===== config.mk =====
export PLATFORM = sky130hd
export DESIGN_NAME = rpn_eval_flat
export DESIGN_NICKNAME = d
export VERILOG_FILES = /design/src/rtl/rpn_eval_if.sv /design/src/rtl/rpn_eval.sv /design/src/flat_wrapper.sv
export SDC_FILE = /design/constraint.sdc
export NUM_CORES = 1
export LEC_CHECK = 0
export ABC_AREA = 1
export CAP_MARGIN = 25
export CORE_ASPECT_RATIO = 0.8
export CORE_MARGIN = 2
export CORE_UTILIZATION = 38
export DETAILED_ROUTE_END_ITERATION = 7
export GPL_TIMING_DRIVEN = 0
export PLACE_DENSITY = 0.66
export SYNTH_ARGS = -nofsm -noshare
export SYNTH_HDL_FRONTEND = slang
export SYNTH_SLANG_ARGS = --single-unit

===== constraint.sdc =====
create_clock -name clock -period 5.6 [get_ports clock]
set_input_delay 0.84 -clock clock [delete_from_list [all_inputs] [get_ports clock]]
set_output_delay 0.84 -clock clock [all_outputs]
set_load 0.01 [all_outputs]

===== src/rtl/rpn_eval_if.sv =====
// Token, stack and result signals of the RPN evaluator, bundled as one interface.
// The master side is the evaluator; the slave side is the token source, stack and result sink.
interface rpn_eval_if;
  logic       tok_valid;
  logic       tok_op;
  logic [7:0] tok_data;
  logic       tok_ready;
  logic       clear;
  logic [7:0] stk_data;
  logic       stk_push;
  logic       stk_pop;
  logic [7:0] stk_q;
  logic       stk_full;
  logic       stk_empty;
  logic       stk_error;
  logic [7:0] res_data;
  logic       res_valid;
  logic       err;
  logic [2:0] err_code;

  modport master (
    input  tok_valid, tok_op, tok_data, clear, stk_q, stk_full, stk_empty, stk_error,
    output tok_ready, stk_data, stk_push, stk_pop, res_data, res_valid, err, err_code
  );

  modport slave (
    output tok_valid, tok_op, tok_data, clear, stk_q, stk_full, stk_empty, stk_error,
    input  tok_ready, stk_data, stk_push, stk_pop, res_data, res_valid, err, err_code
  );
endinterface


===== src/rtl/rpn_eval.sv =====
// Reverse-Polish evaluator: sole master of an 8-bit LIFO with RD_LAT-cycle pop latency.
// Operands are pushed, operators pop B then A and push the 8-bit result; faults park in ERR.
module rpn_eval #(
  parameter int unsigned RD_LAT = 2
) (
  input  logic      clock,
  input  logic      reset_n,
  rpn_eval_if.master bus
);

  typedef enum logic [3:0] {
    IDLE, PUSH_N, POP_B, WAIT_B, POP_A, WAIT_A, EXEC, PUSH_R, EMIT, ERR
  } state_e;

  localparam logic [2:0] OP_ILL   = 3'd6;
  localparam logic [2:0] OP_OUT   = 3'd7;
  localparam logic [2:0] E_OVF    = 3'd1;
  localparam logic [2:0] E_UNF    = 3'd2;
  localparam logic [2:0] E_FAULT  = 3'd3;
  localparam logic [2:0] E_ILLOP  = 3'd4;
  localparam bit         NO_WAIT  = (RD_LAT == 1);
  localparam logic [1:0] WAIT_LAST = (RD_LAT > 1) ? 2'(RD_LAT - 2) : 2'd0;

  state_e     state_q, state_d;
  logic [2:0] err_code_q, err_code_d;
  logic [7:0] res_data_q, res_data_d;
  logic [1:0] cnt_q, cnt_d;
  logic [7:0] tok_q;
  logic [7:0] b_q;

  logic       tok_ready, stk_push, stk_pop, res_valid, err;
  logic [7:0] stk_data, res_data;
  logic       is_out;

  function automatic logic [7:0] alu(input logic [2:0] opc,
                                     input logic [7:0] a,
                                     input logic [7:0] b);
    logic [15:0] prod;
    prod = 16'(a) * 16'(b);
    case (opc)
      3'd0:    return a + b;
      3'd1:    return a - b;
      3'd2:    return a & b;
      3'd3:    return a | b;
      3'd4:    return a ^ b;
      3'd5:    return prod[7:0];
      default: return 8'd0;
    endcase
  endfunction

  assign is_out = (tok_q[2:0] == OP_OUT);

  always_ff @(posedge clock or negedge reset_n) begin
    if (!reset_n) begin
      state_q    <= IDLE;
      err_code_q <= 3'd0;
      res_data_q <= 8'd0;
      cnt_q      <= 2'd0;
    end else begin
      state_q    <= state_d;
      err_code_q <= err_code_d;
      res_data_q <= res_data_d;
      cnt_q      <= cnt_d;
    end
  end

  // B arrives on stk_q during POP_A, RD_LAT cycles after its own pop.
  always_ff @(posedge clock) begin
    if (state_q == IDLE && bus.tok_valid) tok_q <= bus.tok_data;
    if (state_q == POP_A) b_q <= bus.stk_q;
  end

  always_comb begin
    state_d    = state_q;
    err_code_d = err_code_q;
    res_data_d = res_data_q;
    cnt_d      = 2'd0;
    if (state_q != IDLE && state_q != ERR && bus.stk_error) begin
      state_d    = ERR;
      err_code_d = E_FAULT;
    end else begin
      case (state_q)
        IDLE: begin
          if (bus.tok_valid) begin
            if (!bus.tok_op) begin
              state_d = PUSH_N;
            end else if (bus.tok_data[2:0] == OP_ILL) begin
              state_d    = ERR;
              err_code_d = E_ILLOP;
            end else begin
              state_d = POP_B;
            end
          end
        end
        PUSH_N: begin
          if (bus.stk_full) begin
            state_d    = ERR;
            err_code_d = E_OVF;
          end else begin
            state_d = IDLE;
          end
        end
        POP_B: begin
          if (bus.stk_empty) begin
            state_d    = ERR;
            err_code_d = E_UNF;
          end else if (NO_WAIT) begin
            state_d = is_out ? EMIT : POP_A;
          end else begin
            state_d = WAIT_B;
          end
        end
        WAIT_B: begin
          if (cnt_q == WAIT_LAST) state_d = is_out ? EMIT : POP_A;
          else                    cnt_d   = 2'(cnt_q + 2'd1);
        end
        POP_A: begin
          if (bus.stk_empty) begin
            state_d    = ERR;
            err_code_d = E_UNF;
          end else begin
            state_d = NO_WAIT ? EXEC : WAIT_A;
          end
        end
        WAIT_A: begin
          if (cnt_q == WAIT_LAST) state_d = EXEC;
          else                    cnt_d   = 2'(cnt_q + 2'd1);
        end
        EXEC: begin
          res_data_d = alu(tok_q[2:0], bus.stk_q, b_q);
          state_d    = PUSH_R;
        end
        PUSH_R: state_d = IDLE;
        EMIT: begin
          res_data_d = bus.stk_q;
          state_d    = IDLE;
        end
        ERR: begin
          if (bus.clear) begin
            state_d    = IDLE;
            err_code_d = 3'd0;
          end
        end
        default: state_d = IDLE;
      endcase
    end
  end

  // Strobes and result pulses are suppressed in any cycle that flags a stack fault.
  always_comb begin
    tok_ready = (state_q == IDLE) && reset_n;
    err       = (state_q == ERR);
    stk_push  = 1'b0;
    stk_pop   = 1'b0;
    stk_data  = 8'd0;
    res_valid = 1'b0;
    res_data  = res_data_q;
    case (state_q)
      PUSH_N: begin
        if (!bus.stk_error && !bus.stk_full) begin
          stk_push = 1'b1;
          stk_data = tok_q;
        end
      end
      POP_B, POP_A: stk_pop = !bus.stk_error && !bus.stk_empty;
      PUSH_R: begin
        if (!bus.stk_error) begin
          stk_push  = 1'b1;
          stk_data  = res_data_q;
          res_valid = 1'b1;
        end
      end
      EMIT: begin
        res_data  = bus.stk_q;
        res_valid = !bus.stk_error;
      end
      default: ;
    endcase
  end

  assign bus.tok_ready = tok_ready;
  assign bus.stk_push  = stk_push;
  assign bus.stk_pop   = stk_pop;
  assign bus.stk_data  = stk_data;
  assign bus.res_data  = res_data;
  assign bus.res_valid = res_valid;
  assign bus.err       = err;
  assign bus.err_code  = err_code_q;

endmodule


===== src/flat_wrapper.sv =====
// flat-port wrapper written by rule: the top's interface ports become plain ports
module rpn_eval_flat 
#(
  parameter int unsigned RD_LAT = 2
)
  (clock, reset_n, bus_tok_valid, bus_tok_op, bus_tok_data, bus_clear, bus_stk_q, bus_stk_full, bus_stk_empty, bus_stk_error, bus_tok_ready, bus_stk_data, bus_stk_push, bus_stk_pop, bus_res_data, bus_res_valid, bus_err, bus_err_code);
  rpn_eval_if bus_i ();
  input  logic clock;
  input  logic reset_n;
  input wire logic [$bits(bus_i.tok_valid)-1:0] bus_tok_valid;
  input wire logic [$bits(bus_i.tok_op)-1:0] bus_tok_op;
  input wire logic [$bits(bus_i.tok_data)-1:0] bus_tok_data;
  input wire logic [$bits(bus_i.clear)-1:0] bus_clear;
  input wire logic [$bits(bus_i.stk_q)-1:0] bus_stk_q;
  input wire logic [$bits(bus_i.stk_full)-1:0] bus_stk_full;
  input wire logic [$bits(bus_i.stk_empty)-1:0] bus_stk_empty;
  input wire logic [$bits(bus_i.stk_error)-1:0] bus_stk_error;
  output wire logic [$bits(bus_i.tok_ready)-1:0] bus_tok_ready;
  output wire logic [$bits(bus_i.stk_data)-1:0] bus_stk_data;
  output wire logic [$bits(bus_i.stk_push)-1:0] bus_stk_push;
  output wire logic [$bits(bus_i.stk_pop)-1:0] bus_stk_pop;
  output wire logic [$bits(bus_i.res_data)-1:0] bus_res_data;
  output wire logic [$bits(bus_i.res_valid)-1:0] bus_res_valid;
  output wire logic [$bits(bus_i.err)-1:0] bus_err;
  output wire logic [$bits(bus_i.err_code)-1:0] bus_err_code;
  assign bus_i.tok_valid = bus_tok_valid;
  assign bus_i.tok_op = bus_tok_op;
  assign bus_i.tok_data = bus_tok_data;
  assign bus_i.clear = bus_clear;
  assign bus_i.stk_q = bus_stk_q;
  assign bus_i.stk_full = bus_stk_full;
  assign bus_i.stk_empty = bus_stk_empty;
  assign bus_i.stk_error = bus_stk_error;
  assign bus_tok_ready = bus_i.tok_ready;
  assign bus_stk_data = bus_i.stk_data;
  assign bus_stk_push = bus_i.stk_push;
  assign bus_stk_pop = bus_i.stk_pop;
  assign bus_res_data = bus_i.res_data;
  assign bus_res_valid = bus_i.res_valid;
  assign bus_err = bus_i.err;
  assign bus_err_code = bus_i.err_code;
  rpn_eval #(.RD_LAT(RD_LAT)) u_core (.clock(clock), .reset_n(reset_n), .bus(bus_i));
endmodule

==> results.cfg <==
[status]
status = finished clean

[layout]
final_util = 0.466
fin_nets = 647
drive_above_1_share = 0.0861
antenna_cells = 0
nFillCells = 940
syn_to_final_growth_pct = 20.5
stdcell_count = 688

[clocking]
post-cts-setup-buffer-count = 0
htree_levels = 2
clock_latency_ps = 280
cts_resized = 0
numCtsBuffers = 5
clock_path_buffers = 2
clkSinkCount = 33
cts_tree = done
clk_pin_slew_ps = 50
hold_buffers = 0
ctsRootBufferMaster = clkbuf_16

[min_path]
hp-class = reg -> reg
min_path_cells = 2

[timing]
clock.fmax_mhz = 195
tns_ps = 0
setup_ws_ps = 462
hold_violations = 0
skew_ps = 7.17
setup_viol = 0
slew_violations = 0
final.min_clock_period_ps = 5140
rsz0062_at_grt = false
worstMarginPinSlew_ps = 880
fin_crit_sh = 0.918
slew_headroom = 0.412

[setup_path]
worstPathArrival_ps = 5340
crit_required_ps = 5800
reg2regPathDepth = 20
critPathKind = in -> reg
start_kind = input pin
cp_max_fo = 10
crit_path_end_kind = register

[drt]
wl_per_cell_um = 14.3
dr.pass1.iters = 5
wl_um = 9850
drc_errors = 0
first_iter_violations = 225
viasPerCell = 5.05
final_antenna_net_count = 0
vias = 3477

[floorplanning]
num_io_pins = 48
die_height_um = 92.3
core.rowCount = 32
die_area_mm2 = 0.0106
initial_core_util = 0.387
core_area_mm2 = 0.00957
chipWidth_um = 114

[placed_design]
place_ws_ps = 118
io_buffers = 47
hpwl_um = 7710
dp.cells = 680
gp_congestion = 0.927

[global_routing]
grt_max_degree = 19
track_usage = 0.199
grt_overflow_total = 0
antenna_found_initial = 0
grt_pass1_wl_um = 16600
grt_pass1_vias = 3408

[logic_synthesis]
syn-num-nets = 593
synthFlopType = dfrtp_1
synth_seq_area_share = 0.245
ys_warn_count = 0
async_flop_share = 0.515
synth_seq_cells = 33
synthCells = 514
yosysUniqueCellTypes = 44
avgSynthCellArea_um2 = 7.20
synth_edf_count = 16
synth_area_mm2 = 0.00370

[run]
drv_cap = 0

[power_and_ir_drop]
cellLeakagePower_nw = 2.35
power_density_mw_per_mm2 = 333
ir_worst_vdd_uv = 273
-- flip-flops by register name (all words and copies together), names as in the netlist --
register	cells
u_core.b_q	8
u_core.tok_q	8
u_core.state_q	4
u_core.cnt_q	2
u_core.res_data_q	8
u_core.bus.err_code	3
-- synth_stat cells (9+ instances only) --
library cell	count	share of area
nor2_1	35	0.035
edfxtp_1	16	0.13
inv_1	107	0.11
xor2_1	9	0.021
dfrtp_1	17	0.11
nand2_1	111	0.11
o21ai_0	20	0.027
a21oi_1	15	0.020
nand3_1	36	0.049
inv_2	14	0.014
ha_1	42	0.14
fa_1	13	0.070
-- layer usage --
metal  vias to the layer above  wire length (um)  track usage
li1                       1744                 -            -
met1                      1602              4790        0.289
met2                       118              4200        0.306
met3                        13               707       0.0304
met4                         0               153       0.0589
met5                         -                 0            0
-- critical path, stage by stage --
cell and delay (ps):
clkdlybuf4s50_1 770, ha_1 250, inv_1 60, fa_1 500, inv_1 40, ha_1 310
fa_1 540, inv_1 60, fa_1 540, inv_1 50, ha_1 320, a21o_1 180
a31oi_1 210, inv_1 70, nand3_1 100, nand2_1 60, nand2_1 50, nand3_1 60
nand3_1 100, nand2_1 60, a21oi_1 150
-- kinds of logic after synthesis --
logic type	Yosys count	synth area share
AND/OR/NAND/NOR	212	0.254
buffers and inverters	131	0.136
AO/OA/AOI/OAI	71	0.125
adder cells (fa/ha/maj)	55	0.212
flip-flops	33	0.245
XOR/XNOR	12	0.0284
-- stage by stage --
step / power, mW / instance area (um2) / hold WS [ps]
final: 1.49 / 4460 / 495
after global routing: 1.60 / 4460 / 537
after CTS: 1.49 / 4460 / 502
after detailed placement: 1.21 / 4320 / 488
after global placement: 1.20 / 4320 / 475
after floorplan: 0.899 / 3700 / 495
-- final timing paths --
check	from	end	slack, ps
max	bus_stk_q[3]	u_core.res_data_q[7]	460
min	u_core.bus.err_code[2]	u_core.bus.err_code[2]	500
max reg2reg	u_core.b_q[4]	u_core.res_data_q[7]	1250
min reg2reg	u_core.bus.err_code[2]	u_core.bus.err_code[2]	500
max in group asynchronous	reset_n	u_core.res_data_q[0]	4000
min in group asynchronous	reset_n	u_core.state_q[0]	1060
-- where the power goes --
| group | switching (mW) | total, mW | internal (mW) | leakage, nW |
|---|---|---|---|---|
| Clock | 0.110 | 0.273 | 0.164 | 0.0706 |
| Combinational | 0.499 | 0.845 | 0.346 | 1.93 |
| Sequential | 0.0435 | 0.368 | 0.325 | 0.354 |
| Total | 0.652 | 1.49 | 0.835 | 2.35 |
-- layout make-up --
class                   instances  area, um2  share of cell area
inverters                     121        454               0.102
well taps                     119        149              0.0334
clock inverters                 2       10.0             0.00224
repair buffers                 47        470               0.105
flip-flops and latches         33        906               0.203
plain buffers                  10       50.0              0.0112
multi-input cells             350       2290               0.514
clock buffers                   6        129              0.0289
-- placed cells by master, fill, tap and decap left out, drive strengths merged, types with 8 or more instances in the layout --
cell type	n
inv	121
nand3	37
clkdlybuf4s50	47
o21ai	24
a21oi	17
edfxtp	16
nor2	40
nand2	114
nor3	8
ha	42
fa	13
clkbuf	8
dfrtp	17
buf	8
xor2	9
Note: power is estimated with default switching activity, not from simulation.
